<file path="config.mk">
export PLATFORM = sky130hd
export DESIGN_NAME = radix4_serial_add_seq
export DESIGN_NICKNAME = d
export VERILOG_FILES = /design/src/rtl/radix4_serial_add_seq.sv
export SDC_FILE = /design/constraint.sdc
export NUM_CORES = 1
export LEC_CHECK = 0
export BUFFER_PORTS_ARGS = -buffer_cell sky130_fd_sc_hd__buf_2
export CELL_PAD_IN_SITES_DETAIL_PLACEMENT = 1
export CELL_PAD_IN_SITES_GLOBAL_PLACEMENT = 2
export CORE_ASPECT_RATIO = 1.25
export CORE_MARGIN = 2
export CORE_UTILIZATION = 32
export DETAILED_ROUTE_END_ITERATION = 10
export GPL_TIMING_DRIVEN = 0
export MAX_ROUTING_LAYER = met4
export PLACE_DENSITY = 0.83
export SLEW_MARGIN = 20
export SYNTH_ARGS = -nofsm -noshare
export SYNTH_HDL_FRONTEND = slang
export SYNTH_SLANG_ARGS = --single-unit
</file>
<file path="constraint.sdc">
create_clock -name clk -period 2.2 [get_ports clk]
set_clock_uncertainty 0.15 [all_clocks]
set_input_delay 0.11 -clock clk [delete_from_list [all_inputs] [get_ports clk]]
set_output_delay 0.11 -clock clk [all_outputs]
set_load 0.05 [all_outputs]
</file>
<file path="src/rtl/radix4_serial_add_seq.sv">
// radix4_serial_add_seq
// Sequencer around an external combinational 2-bit adder stage. A WIDTH-bit
// add request is split into WIDTH/2 slices that are fed to the adder LSB
// slice first, one slice per clock. Each slice's carry-out becomes the next
// slice's carry-in. The returned 2-bit sums are collected into the result.
module radix4_serial_add_seq #(
  parameter int WIDTH = 8
) (
  input  logic             clk,
  input  logic             rst,
  input  logic             start,
  input  logic [WIDTH-1:0] op_a,
  input  logic [WIDTH-1:0] op_b,
  input  logic             cin,
  output logic             busy,
  output logic             done,
  output logic [WIDTH-1:0] result,
  output logic             cout,
  output logic [1:0]       add_a,
  output logic [1:0]       add_b,
  output logic             add_cin,
  input  logic [1:0]       add_sum,
  input  logic             add_cout
);

  localparam int NSLICE = WIDTH / 2;
  localparam int CNT_W  = (NSLICE > 1) ? $clog2(NSLICE) : 1;

  // Odd widths cannot be split into 2-bit slices, so stop at elaboration.
  if ((WIDTH < 2) || ((WIDTH % 2) != 0)) begin : g_bad_width
    $fatal(1, "radix4_serial_add_seq: WIDTH must be even and >= 2");
  end

  typedef enum logic [1:0] {
    IDLE = 2'd0,
    RUN  = 2'd1,
    DONE = 2'd2
  } state_e;

  state_e             state_q;
  logic               busy_q;
  logic               done_q;
  logic [WIDTH-1:0]   result_q;
  logic               cout_q;
  logic [WIDTH-1:0]   sh_a_q;
  logic [WIDTH-1:0]   sh_b_q;
  logic               carry_q;
  logic [CNT_W-1:0]   cnt_q;

  logic               last_slice;

  assign last_slice = (cnt_q == CNT_W'(NSLICE - 1));

  // Adder-facing slice outputs: live only while slices are being processed.
  assign add_a   = (state_q == RUN) ? sh_a_q[1:0] : 2'b00;
  assign add_b   = (state_q == RUN) ? sh_b_q[1:0] : 2'b00;
  assign add_cin = (state_q == RUN) ? carry_q     : 1'b0;

  assign busy   = busy_q;
  assign done   = done_q;
  assign result = result_q;
  assign cout   = cout_q;

  // Sequencer FSM: operand capture, per-slice carry threading, result assembly.
  // NOTE: every register in this block uses <= so all of them update from the
  // pre-edge values; a blocking = here would let cnt_q/carry_q race ahead.
  always_ff @(posedge clk or posedge rst) begin
    if (rst) begin
      state_q  <= IDLE;
      busy_q   <= 1'b0;
      done_q   <= 1'b0;
      result_q <= '0;
      cout_q   <= 1'b0;
      sh_a_q   <= '0;
      sh_b_q   <= '0;
      carry_q  <= 1'b0;
      cnt_q    <= '0;
    end else begin
      // done is a one-cycle pulse unless the last slice sets it below.
      done_q <= 1'b0;
      unique case (state_q)
        IDLE, DONE: begin
          // A start in DONE is accepted exactly like one in IDLE (back-to-back).
          if (start) begin
            sh_a_q   <= op_a;
            sh_b_q   <= op_b;
            carry_q  <= cin;
            cnt_q    <= '0;
            result_q <= '0;
            cout_q   <= 1'b0;
            busy_q   <= 1'b1;
            state_q  <= RUN;
          end else begin
            busy_q  <= 1'b0;
            state_q <= IDLE;
          end
        end
        RUN: begin
          // start is deliberately ignored here; operands are already captured.
          result_q[{cnt_q, 1'b0} +: 2] <= add_sum;
          carry_q <= add_cout;
          sh_a_q  <= sh_a_q >> 2;
          sh_b_q  <= sh_b_q >> 2;
          cnt_q   <= cnt_q + 1'b1;
          if (last_slice) begin
            cout_q  <= add_cout;
            busy_q  <= 1'b0;
            done_q  <= 1'b1;
            state_q <= DONE;
          end
        end
        default: begin
          busy_q  <= 1'b0;
          state_q <= IDLE;
        end
      endcase
    end
  end

endmodule

</file>
==> impl_metrics.py <==
metrics = {
    "worst_setup_path": {
        "critPathTopFamily": "buffers and inverters",
        "crit_arrival_ps": 2010,
        "path_max_fanout": 10,
        "crit_path_end_kind": "flop",
        "critPathKind": "reg2reg",
        "cpMaxStageDelayCell": "dlygate4sd3_1",
        "cp_cell_sequence": "nor2b_1 > buf_4 > buf_6 > nand2_1 > a31oi_1 > dlygate4sd3_1",
        "cp-start-kind": "flop",
        "crit_buf_inv": 3,
        "crit_path_max_incr_delay_ps": 560,
        "r2r_slack_ps": 260,
        "critPathRequiredTime_ps": 2270,
    },
    "power_and_ir_drop": {
        "leakagePower_nw": 0.972,
        "p_per_area_nw_per_um2": 1560,
        "ir_drop_mv": 0.630,
        "power_mw": 3.16,
    },
    "min_path": {
        "hp-class": "in2reg",
    },
    "detailed_routing": {
        "postRouteWirelength_um": 3930,
        "vias": 1263,
        "avgViaCountPerCell": 4.86,
        "drtAntennaViolNets": 0,
        "remaining_drc_errors": 0,
        "route.detailed.wl_per_inst_um": 15.1,
        "drt_iter0_markers": 60,
        "firstDrtPassIters": 4,
    },
    "sta": {
        "rsz0062_at_grt": "false",
        "max_clock_freq_mhz": 515,
        "finalCritPeriodShare": 0.882,
        "finalSetupViolCount": 0,
        "slew_headroom": 0.559,
        "period_needed_ps": 1940,
        "slew_violations": 0,
        "fin_setup_tns_ps": 0,
        "tightest_slew_ps": 661,
        "finalHoldViolations": 0,
        "worst_slack_ps": 260,
    },
    "floorplan": {
        "dieArea_um2": 5080,
        "start_util": 0.330,
        "rows": 27,
        "core_um2": 4390,
        "die_x_um": 64.2,
        "die_h_um": 79.2,
        "io_pins": 39,
    },
    "clock_network": {
        "numCtsBuffers": 5,
        "cts_buffer_depth": 2,
        "cts_resized": 0,
        "worstSkewPairLatency_ps": 280,
        "post_cts_buffers": 0,
        "clk_pin_slew_worst_paths_ps": 70,
        "cts-root-buf": "clkbuf_8",
        "cts_tree": "built",
        "clock_sinks": 31,
        "htree_levels": 2,
    },
    "yosys": {
        "yosys_warnings": 0,
        "synth_top_area_frac": 0.536,
        "avgSynthCellArea_um2": 10.8,
        "syn_inst": 134,
        "yosys.area.top_type": "dfrtp_1",
        "syn_area_um2": 1450,
        "synth.distinct_cells": 26,
        "ys_seq_area_frac": 0.536,
        "synth-seq-cells": 31,
        "synth_area_leaders": "dfrtp_1, a22o_1, ha_1",
        "syn_nets": 163,
    },
    "global_routing": {
        "overflow": 0,
        "grt_pass1_wl_um": 6730,
        "antenna_found_initial": 0,
        "grt_pass1_vias": 1411,
        "grt_usage": 0.179,
        "grt_max_degree": 32,
    },
    "finish": {
        "final_common_cell": "buf_2",
        "antenna_cells": 0,
        "final_cell_mix": "buf_2, dfrtp_1, dlygate4sd3_1",
        "nets": 230,
        "drive_above_1_share": 0.312,
        "nFillCells": 516,
        "area_growth_pct": 40.3,
        "final_util": 0.462,
    },
    "job": {
        "cap_violations": 0,
    },
    "placement": {
        "gp_congestion": 0.806,
        "pre_cts_slack_ps": 409,
        "portBuffers": 38,
        "dpl.hpwl_um": 2650,
    },
    "run_status": {
        "status": "complete, no violations",
    },
}
## cell usage after synthesis (all sizes together)
master  instances
nor2b           1
o22ai          12
nor4            3
nand2           7
a31oi           1
o21ai           5
nand3b          1
inv             6
ha              6
buf             8
and2b           1
dfrtp          31
nor2           15
a22o           11
nor3            9
and2            4
nand2b          3
a21oi           6
nand3           4
## sequential cells by signal (all words and copies together), names as in the netlist
register	count
result	8
sh_a_q	8
sh_b_q	8
cnt_q	2
state_q	2
carry_q	1
cout	1
done	1
## kinds of logic (layout without fill, tap and decap cells)
family	count (synthesis)	count (layout)	synth area share
flops	31	31	0.536
simple gates	48	48	0.180
compound gates	35	35	0.169
buf+inv	14	82	0.0640
fa+ha+maj	6	6	0.0519
## area by class of cell
type,count,area [um^2],area share
flip-flops and latches,31,776,0.382
multi-input cells,89,579,0.285
repair buffers,60,410,0.202
clock buffers,8,100,0.0493
well taps,58,72.6,0.0357
plain buffers,8,70.1,0.0345
inverters,6,22.5,0.0111
## repair_timing
action,4_1_cts,5_1_grt
setup endpoints to repair,0,0
hold endpoints to repair,57,0
hold buffers,22,0
## report_power, final
group / switching, mW / leakage, nW / internal (mW) / total, mW
Clock: 0.205 / 0.0515 / 0.285 / 0.490
Combinational: 1.12 / 0.527 / 0.581 / 1.70
Sequential: 0.157 / 0.393 / 0.814 / 0.971
## worst register-to-register path, cell delays in order (launching register included)
cell and delay [ps]:
dfrtp_1 450, nor2b_1 140, buf_4 200, buf_6 160
nand2_1 70, a31oi_1 150, dlygate4sd3_1 560
## per-stage QoR
stage	hold slack [ps]	area (um^2)	instances
2_1_floorplan	63.5	1450	134
3_3_place_gp	186	1710	230
3_5_place_dp	99.3	1710	230
4_1_cts	143	2030	260
5_1_grt	197	2030	260
6_report	156	2030	260
## metal layers
layer  vias to the layer above  routed length (um)  global-route usage
li1                        603                   -                   -
met1                       621                1700               0.211
met2                        34                2040               0.303
met3                         5                 155              0.0439
met4                         0                  32              0.0511
met5                         -                   0                   -
## path summary, 6_finish.rpt
kind	start	to	depth (start not counted)
worst max-delay path	state_q[0]	carry_q	6
worst min-delay path	start	cout	5
worst max register to register	state_q[0]	carry_q	6
worst min register to register	sh_a_q[1]	sh_a_q[1]	2
max in group asynchronous	rst	sh_a_q[6]	3
min in group asynchronous	rst	carry_q	3
Power figures use the tool's default switching activity.
